--- config.mk ---
export PLATFORM = sky130hd
export DESIGN_NAME = pm_norm_engine
export DESIGN_NICKNAME = d
export VERILOG_FILES = /design/src/rtl/pm_norm_engine.sv
export SDC_FILE = /design/constraint.sdc
export NUM_CORES = 2
export LEC_CHECK = 0
export CAP_MARGIN = 20
export CELL_PAD_IN_SITES_DETAIL_PLACEMENT = 1
export CELL_PAD_IN_SITES_GLOBAL_PLACEMENT = 2
export CORE_UTILIZATION = 32
export DETAILED_ROUTE_END_ITERATION = 12
export GPL_TIMING_DRIVEN = 0
export PLACE_DENSITY = 0.86
export SLEW_MARGIN = 20
export SYNTH_ARGS = -nofsm -noshare
export SYNTH_HDL_FRONTEND = slang
export SYNTH_SLANG_ARGS = --single-unit
--- constraint.sdc ---
create_clock -name clk_i -period 22.8 [get_ports clk_i]
set_clock_uncertainty 0.05 [all_clocks]
set_input_delay 3.42 -clock clk_i [delete_from_list [all_inputs] [get_ports clk_i]]
set_output_delay 3.42 -clock clk_i [all_outputs]
set_load 0.005 [all_outputs]
--- src/rtl/pm_norm_engine.sv ---
// pm_norm_engine: path-metric normalisation for the Viterbi ACS feedback.
// Captures one trellis step, scans LANES metrics per cycle for the signed
// maximum (lowest index wins ties), then subtracts it from every active state.
// Build option: define PM_NORM_SAT_EN to clamp the subtraction at the most
// negative metric; by default the subtraction wraps modulo 2^WIDTH_PM.
module pm_norm_engine #(
  parameter int WIDTH_PM    = 8,
  parameter int STATES_LOG2 = 6,
  parameter int LANES       = 8
) (
  input  logic                                   clk_i,
  input  logic                                   rst_an_i,
  input  logic                                   rst_sync_i,
  input  logic                                   init_i,
  input  logic                                   tail_biting_en_i,
  input  logic [1:0]                             register_num_i,
  input  logic [WIDTH_PM*(1<<STATES_LOG2)-1:0]   pm_tmp_i,
  input  logic                                   pm_valid_i,
  output logic                                   pm_ready_o,
  output logic [WIDTH_PM*(1<<STATES_LOG2)-1:0]   pm_o,
  output logic                                   pm_valid_o,
  output logic [STATES_LOG2-1:0]                 max_state_index_o,
  output logic [WIDTH_PM-1:0]                    max_pm_o
);

  localparam int NS         = 1 << STATES_LOG2;
  localparam int LANES_LOG2 = $clog2(LANES);
  localparam int GROUPS     = NS / LANES;
  localparam int GW         = (GROUPS > 1) ? $clog2(GROUPS) : 1;

  localparam logic [STATES_LOG2:0]         NS_V       = (STATES_LOG2+1)'(NS);
  localparam logic [STATES_LOG2:0]         LANES_V    = (STATES_LOG2+1)'(LANES);
  localparam logic signed [WIDTH_PM-1:0]   PM_MIN     = {1'b1, {(WIDTH_PM-1){1'b0}}};
  localparam logic signed [WIDTH_PM-1:0]   PM_TB_INIT = {2'b11, {(WIDTH_PM-2){1'b0}}};

  typedef enum logic [1:0] {IDLE, SCAN, SUB} state_e;

  state_e                      state_q, state_d;
  logic signed [WIDTH_PM-1:0]  shadow_q [NS];
  logic signed [WIDTH_PM-1:0]  shadow_d [NS];
  logic [STATES_LOG2:0]        na_q, na_d, na_in;
  logic signed [WIDTH_PM-1:0]  run_max_q, run_max_d, scan_max;
  logic [STATES_LOG2-1:0]      run_idx_q, run_idx_d, scan_idx, lane_idx;
  logic [GW-1:0]               grp_q, grp_d, last_grp;
  logic signed [WIDTH_PM-1:0]  pm_q [NS];
  logic signed [WIDTH_PM-1:0]  pm_d [NS];
  logic signed [WIDTH_PM-1:0]  sub_pm [NS];
  logic                        pm_valid_q, pm_valid_d;
  logic [STATES_LOG2-1:0]      max_idx_q, max_idx_d;
  logic signed [WIDTH_PM-1:0]  max_pm_q, max_pm_d;

`ifdef PM_NORM_SAT_EN
  logic signed [WIDTH_PM:0]    diff;
`endif

  // Active state count for the incoming step, never below one state
  always_comb begin
    na_in = NS_V >> register_num_i;
    if (na_in == '0) na_in = (STATES_LOG2+1)'(1);
  end

  // Index of the final scan group for the captured state count
  always_comb begin
    last_grp = '0;
    if (na_q > LANES_V) last_grp = GW'((na_q >> LANES_LOG2) - 1'b1);
  end

  // One group of lanes against the running max; strict compare keeps the lowest index on ties
  always_comb begin
    scan_max = run_max_q;
    scan_idx = run_idx_q;
    lane_idx = '0;
    for (int l = 0; l < LANES; l++) begin
      lane_idx = STATES_LOG2'((int'(grp_q) << LANES_LOG2) + l);
      if (({1'b0, lane_idx} < na_q) && (shadow_q[lane_idx] > scan_max)) begin
        scan_max = shadow_q[lane_idx];
        scan_idx = lane_idx;
      end
    end
  end

  // Normalised metrics: active states minus the max, inactive states parked at the floor
  always_comb begin
`ifdef PM_NORM_SAT_EN
    diff = '0;
`endif
    for (int k = 0; k < NS; k++) begin
      sub_pm[k] = PM_MIN;
      if ((STATES_LOG2+1)'(k) < na_q) begin
`ifdef PM_NORM_SAT_EN
        diff = {shadow_q[k][WIDTH_PM-1], shadow_q[k]} - {run_max_q[WIDTH_PM-1], run_max_q};
        if (diff[WIDTH_PM] != diff[WIDTH_PM-1]) sub_pm[k] = PM_MIN;
        else                                    sub_pm[k] = diff[WIDTH_PM-1:0];
`else
        sub_pm[k] = shadow_q[k] - run_max_q;
`endif
      end
    end
  end

  // Next state: sync reset, then init, then the IDLE -> SCAN -> SUB sequence
  always_comb begin
    state_d    = state_q;
    shadow_d   = shadow_q;
    na_d       = na_q;
    run_max_d  = run_max_q;
    run_idx_d  = run_idx_q;
    grp_d      = grp_q;
    pm_d       = pm_q;
    pm_valid_d = 1'b0;
    max_idx_d  = max_idx_q;
    max_pm_d   = max_pm_q;
    if (rst_sync_i) begin
      state_d   = IDLE;
      na_d      = '0;
      run_max_d = '0;
      run_idx_d = '0;
      grp_d     = '0;
      max_idx_d = '0;
      max_pm_d  = '0;
      for (int k = 0; k < NS; k++) begin
        shadow_d[k] = '0;
        pm_d[k]     = '0;
      end
    end else if (init_i) begin
      state_d   = IDLE;
      max_idx_d = '0;
      max_pm_d  = '0;
      for (int k = 0; k < NS; k++) begin
        if (tail_biting_en_i || (k == 0)) pm_d[k] = '0;
        else                              pm_d[k] = PM_TB_INIT;
      end
    end else begin
      case (state_q)
        IDLE: begin
          if (pm_valid_i) begin
            for (int k = 0; k < NS; k++) shadow_d[k] = pm_tmp_i[k*WIDTH_PM +: WIDTH_PM];
            na_d      = na_in;
            run_max_d = PM_MIN;
            run_idx_d = '0;
            grp_d     = '0;
            state_d   = SCAN;
          end
        end
        SCAN: begin
          run_max_d = scan_max;
          run_idx_d = scan_idx;
          if (grp_q == last_grp) state_d = SUB;
          else                   grp_d   = grp_q + 1'b1;
        end
        SUB: begin
          pm_d       = sub_pm;
          pm_valid_d = 1'b1;
          max_idx_d  = run_idx_q;
          max_pm_d   = run_max_q;
          state_d    = IDLE;
        end
        default: state_d = IDLE;
      endcase
    end
  end

  // State and datapath registers with asynchronous active-low reset
  always_ff @(posedge clk_i or negedge rst_an_i) begin
    if (!rst_an_i) begin
      state_q    <= IDLE;
      na_q       <= '0;
      run_max_q  <= '0;
      run_idx_q  <= '0;
      grp_q      <= '0;
      pm_valid_q <= 1'b0;
      max_idx_q  <= '0;
      max_pm_q   <= '0;
      for (int k = 0; k < NS; k++) begin
        shadow_q[k] <= '0;
        pm_q[k]     <= '0;
      end
    end else begin
      state_q    <= state_d;
      na_q       <= na_d;
      run_max_q  <= run_max_d;
      run_idx_q  <= run_idx_d;
      grp_q      <= grp_d;
      pm_valid_q <= pm_valid_d;
      max_idx_q  <= max_idx_d;
      max_pm_q   <= max_pm_d;
      shadow_q   <= shadow_d;
      pm_q       <= pm_d;
    end
  end

  // Pack the held metrics onto the output bus
  always_comb begin
    for (int k = 0; k < NS; k++) pm_o[k*WIDTH_PM +: WIDTH_PM] = pm_q[k];
  end

  assign pm_ready_o        = (state_q == IDLE);
  assign pm_valid_o        = pm_valid_q;
  assign max_state_index_o = max_idx_q;
  assign max_pm_o          = max_pm_q;

endmodule

; ---- Yosys cells after proc, flatten, opt, wreduce, memory -nomap -nowiden
; Cells that the tools add are included.
[op_classes]
addsub = 73
order_cmp = 89
n_eq_ne = 9
shift = 1
n_mux = 145
bitwise = 8
n_reduce_logical = 19
[ops]
columns = cell, count
row1 = two-way mux 512 bit, 7
row2 = two-way mux 8 bit, 95
row3 = subtractor 8 bit, 64
row4 = binary-select mux 8 bit (select 6 bit), 8
row5 = < comparator 6 x 7 -> 1 bit (first input constant), 32
row6 = < comparator 5 x 7 -> 1 bit (first input constant), 16
row7 = two-way mux 6 bit, 14
row8 = greater-than comparator 8 bit, 8
row9 = greater-or-equal comparator 7 bit (second input constant), 8
row10 = < comparator 4 x 7 -> 1 bit (first input constant), 8
row11 = < comparator 6 x 7 -> 1 bit, 8
row12 = NOT 6 -> 7 bit, 8
row13 = two-way mux 7 bit, 5
row14 = < comparator 3 x 7 -> 1 bit (first input constant), 4
row15 = adder 6 x 3 -> 6 bit (second input constant), 4
row16 = case mux 8 bit (2 select lines), 1
row17 = two-way mux 3 bit, 5
row18 = < comparator 1 x 7 -> 1 bit (first input constant), 2
row19 = < comparator 2 x 7 -> 1 bit (first input constant), 2
row20 = adder 6 x 2 -> 6 bit (second input constant), 2
row21 = case mux 6 bit (2 select lines), 1
row22 = inequality test 10 bit (second input constant), 1
row23 = logical AND 1 bit, 8
row24 = two-way mux 2 bit, 4
row25 = other kinds (21), 29
[totals]
register_bits = 1065
inputBits = 520
out_inout_bits = 528

; ---- Depth between registers and ports, before layout
[logic_depth]
word_depth = 31
ltp_mapped = 92

; ---- Least setup slack after synthesis
; Ideal clock, no wire load.
[synth_path]
path_type = reg2reg
from = reg run_max_q[1]
to = reg run_idx_q[1]
setup_time_ps = 125
arrival_ps = 19422
required_time_ps = 22625
path_slack_ps = 3203
path_stages_with_launch = 86
period_less_slack_ps = 19597
path_cell_list = dfrtp_1 > inv_1 > ha_1 > nor2b_1 > o211ai_1 > a21oi_1 > o21ai_0 > clkbuf_1 > nand2_1 > o21ai_0 > ha_1 > nor2b_1 > nor3b_1 > o221a_1 > or4_4 > o211ai_4 > mux2i_1 > inv_1 > [50 not listed] > nor2_1 > a21o_1 > ha_1 > nor2b_1 > o21a_1 > o21ai_0 > nand2b_1 > a21oi_1 > nor2b_1 > o21ai_0 > a21oi_1 > a21oi_1 > nor2_1 > inv_1 > nand3_1 > o31a_1 > buf_6 > mux2_4
[synth_via]
elab_chain_cells = 27
elab_cells_between_ends = 35
[synth_rtl]
columns = item, line
row1 = "start, declared", 42  ; logic signed [WIDTH_PM-1:0] run_max_q, run_max_d, scan_max;
row2 = "start signal, assigned", 181  ; run_max_q <= run_max_d;
row3 = greater-than comparator 8 bit, 75  ; if (({1'b0, lane_idx} < na_q) && (shadow_q[lane_idx] > scan_max)) begin
row4 = logical AND 1 bit, 75
row5 = two-way mux 8 bit, 75
row6 = greater-than comparator 8 bit, 75
row7 = logical AND 1 bit, 75
row8 = two-way mux 8 bit, 75
row9 = greater-than comparator 8 bit, 75
row10 = logical AND 1 bit, 75
row11 = [11 not listed], n/a
row12 = logical AND 1 bit, 75
row13 = two-way mux 8 bit, 75
row14 = greater-than comparator 8 bit, 75
row15 = logical AND 1 bit, 75
row16 = two-way mux 6 bit, 75
row17 = case mux 6 bit (2 select lines), 134  ; case (state_q)
row18 = two-way mux 6 bit, 125  ; end else if (init_i) begin
row19 = two-way mux 6 bit, 113  ; if (rst_sync_i) begin
row20 = "end signal, assigned", 182  ; run_idx_q <= run_idx_d;
row21 = "end, declared", 43  ; logic [STATES_LOG2-1:0] run_idx_q, run_idx_d, scan_idx, lane_idx;
; Parallel ways exist; a longest one is shown, timed or not. The select of a mux whose other input is x is not followed.
; A chain may end at the register's enable or synchronous reset.

; ---- Worst setup path in the final report
[layout_path]
from = reg grp_q[1]
to = reg run_idx_q[1]
[layout_via]
elab_chain_cells = 31
elab_cells_between_ends = 82
[layout_rtl]
columns = item, line
row1 = "start, declared", 44  ; logic [GW-1:0] grp_q, grp_d, last_grp;
row2 = "start signal, assigned", 183  ; grp_q <= grp_d;
row3 = NOT 6 -> 7 bit (implied by the code), "75, 76"
row4 = binary-select mux 8 bit (select 6 bit), "75, 76"
row5 = two-way mux 8 bit (implied by the code) (2 in series), "75, 76"
row6 = greater-than comparator 8 bit, 75
row7 = logical AND 1 bit, 75
row8 = two-way mux 8 bit, 75
row9 = greater-than comparator 8 bit, 75
row10 = logical AND 1 bit, 75
row11 = [14 not listed], n/a
row12 = logical AND 1 bit, 75
row13 = two-way mux 8 bit, 75
row14 = greater-than comparator 8 bit, 75
row15 = logical AND 1 bit, 75
row16 = two-way mux 6 bit, 75
row17 = case mux 6 bit (2 select lines), 134
row18 = two-way mux 6 bit, 125
row19 = two-way mux 6 bit, 113
; Parallel ways exist; a longest one is shown, timed or not. The select of a mux whose other input is x is not followed.

==> metrics <==
Total GRT Usage 36.6%; Reg2Reg Capture Point run_idx_q[1]; clk sink count 1063; period utilisation layout 93.5%; wire per inst 37.7 um; fill count 20623; FP Rows 159; worst-margin pin slew 1270 ps; Die Width 438 um; Max Cap Violations 0; hold_buf cts 0; kind of critical path reg2reg; die area 192000 um^2; residual DRC count 0; I/O Pins 1048; vias in the first global route 57532; CP most frequent cell a21oi_1; Power per Cell Area 83.1 nW/um^2; data required time at the worst endpoint 23470 ps; Initial DRC Count 5363; pin count of the biggest net entering global routing 144; depth of the most critical reg-to-reg path 90; synth unique cells 84; FF+latch count, synth 1063; drt pass-1 iters 6; share of post-route cells with drive strength above 1 7.47%; post-DP HPWL 286000 um; initial antenna violation count 80; Peak Freq 46.9 MHz; Post-synth ARST share 100%; type of origin of the critical path register; first-pass GRT wire length 480000 um; Pleak 35.0 nW; placed cells 9223; Post-synth EDFFs 0; status finished clean; Max VDD drop 0.0648 mV; clock latency at the later pin of the worst-skew pair 830 ps; Net Count, Synth 6742; worst path arrival time 22000 ps; die height 438 um; dominant synthesized flop cell dfrtp_1; Hold Path Class reg2reg; core area 188000 um^2; CP max FO 15; Synth Instances 5646; Num CTS Buffers 132; area grow syn2layout 31.8%; reg2reg start grp_q[1]; postcts setup bufs 0; Initial Utilization 32.4%; final setup violation count 0; fin. max-slew vios 0; synthesized area 61000 um^2; routability cong. 0.950; final core utilization 42.6%; sequential fraction of the synthesis area 43.6%; R2R Setup Slk 1470 ps; Fin. Hold Viols 0; Final Cell Area 80300 um^2; Worst slew margin 15.5%; min-delay src pm_o[95]; dpl cell area 75700 um^2; final WL 358000 um; hold slack 425 ps; H-tree depth 4; nets@finish 7957; Syn Area/Cell 10.8 um^2; TritonCTS clock tree built; DR vias 55759; Worst-path clk slew 60 ps; Port Buffers 1045; RSZ-0062 raised after global routing false; Layout Cells excl Fill 9504; drt via density 5.87; Hold EP pm_o[95]; hold path depth 1; Slowest-stage cell, CP or4_4; Max clock buf depth 3; minimum clock period 21330 ps; Setup crit end kind register; Overflow after GRT 0; crit-path max cell delay 520 ps; Ys Warns 0; ANT nets after route 0; root buf cell clkbuf_16; setup TNS 0 ps
[how the worst max path moves through the flow]
stage	cells after the start	to	slack (ps)	from
after detailed placement	91	run_idx_q[1]	370	grp_q[0]
after global routing	88	run_idx_q[1]	120	grp_q[0]
after global placement	1	pm_o[416]	-31670	rst_an_i
after CTS	91	run_idx_q[1]	260	grp_q[0]
after floorplan	85	run_idx_q[1]	3200	run_max_q[1]
final	90	run_idx_q[1]	1470	grp_q[1]
[power by group]
| group | internal (mW) | total (mW) | switching (mW) |
|---|---|---|---|
| clock | 1.32 | 2.26 | 0.945 |
| combinational | 0.951 | 2.35 | 1.40 |
| sequential | 1.96 | 2.06 | 0.105 |
| total | 4.22 | 6.67 | 2.45 |
[cells in the mapped netlist (all sizes together), types with 26 or more instances]
cell type / n / area share, %
mux2i: 50 / 0.82
inv: 196 / 1.2
o21ai: 633 / 5.2
fa: 64 / 2.1
mux4: 128 / 4.7
a22o: 483 / 6.9
buf: 36 / 0.26
a21o: 394 / 4.9
clkbuf: 251 / 1.5
dfrtp: 1063 / 44
nor3: 26 / 0.24
mux2: 35 / 0.65
a21oi: 277 / 2.3
nor2: 103 / 0.64
nand2b: 99 / 1.0
xnor2: 308 / 4.4
nor2b: 100 / 1.0
ha: 512 / 11
xor2: 152 / 2.2
nand2: 562 / 3.5
[metrics by stage]
step                      power [mW]  worst slack [ps]
after floorplan                 3.45              3200
after detailed placement        4.39               375
final                           6.67              1470
after global routing            6.90               117
after CTS                       6.66               259
after global placement          4.35            -31670
[registers in the layout, summed over array words and instances (netlist names), 2 cells and up]
signal             count
grp_q                  3
run_idx_q              6
state_q                2
max_pm_o               8
shadow_q             512
max_state_index_o      6
pm_o                 512
na_q                   5
run_max_q              8
[layer usage]
layer  GRT usage, %  part of all wire [%]
met1           44.1                    38
met2           58.7                    47
met3           7.34                   7.6
met4           25.5                   7.8
met5              0                 0.098
[cell usage in the layout, fill, tap and decap left out, drive strengths merged, types with 14 or more instances in the layout]
cell type | netlist | routed
a21o | 394 | 394
a21oi | 277 | 277
a22o | 483 | 483
a31oi | 14 | 14
buf | 36 | 72
clkbuf | 251 | 445
clkdlybuf4s50 | 0 | 1044
clkinv | 0 | 23
dfrtp | 1063 | 1063
diode | 0 | 45
fa | 64 | 64
ha | 512 | 512
inv | 196 | 204
mux2 | 35 | 35
mux2i | 50 | 50
mux4 | 128 | 128
nand2 | 562 | 562
nand2b | 99 | 99
nand3 | 16 | 16
nor2 | 103 | 103
nor2b | 100 | 100
nor3 | 26 | 26
o21ai | 633 | 633
o31ai | 16 | 16
xnor2 | 308 | 308
xor2 | 152 | 152
[logic make-up after synthesis]
group / synth area share (%)
AO/OA/AOI/OAI: 20.8
flip-flops: 43.6
AND/OR/NAND/NOR: 7.05
adder cells (fa/ha/maj): 12.6
buffers and inverters: 3.02
XOR/XNOR: 6.61
multiplexers: 6.20
[worst max-delay path: cells and delay by family (launching register included)]
family          cells  cell delay, ps
compound gates     41            9190
fa+ha+maj           8            2530
mux                 5            1970
simple gates       22            3350
flops               1             400
buf+inv            14            3560
[what timing repair did]
| action | 4_1_cts | 5_1_grt |
|---|---|---|
| endpoints found under the setup margin | 0 | 14 |
| hold endpoints to repair | 0 | 0 |
| gates resized for setup | 0 | 8 |
[area by class of cell]
cell class                 count  area (um^2)  share of cell area (%)
clock inverter                44          674                   0.839
buffer                       285         1180                    1.47
antenna                       45          113                   0.140
inverter                     196          776                   0.966
tap                         2495         3120                    3.89
clock buffer                 193         3880                    4.82
sequential                  1063        26600                    33.1
timing repair buffer        1083        11500                    14.3
multi-input combinational   4100        32500                    40.5
(Power assumes the default switching activity.)
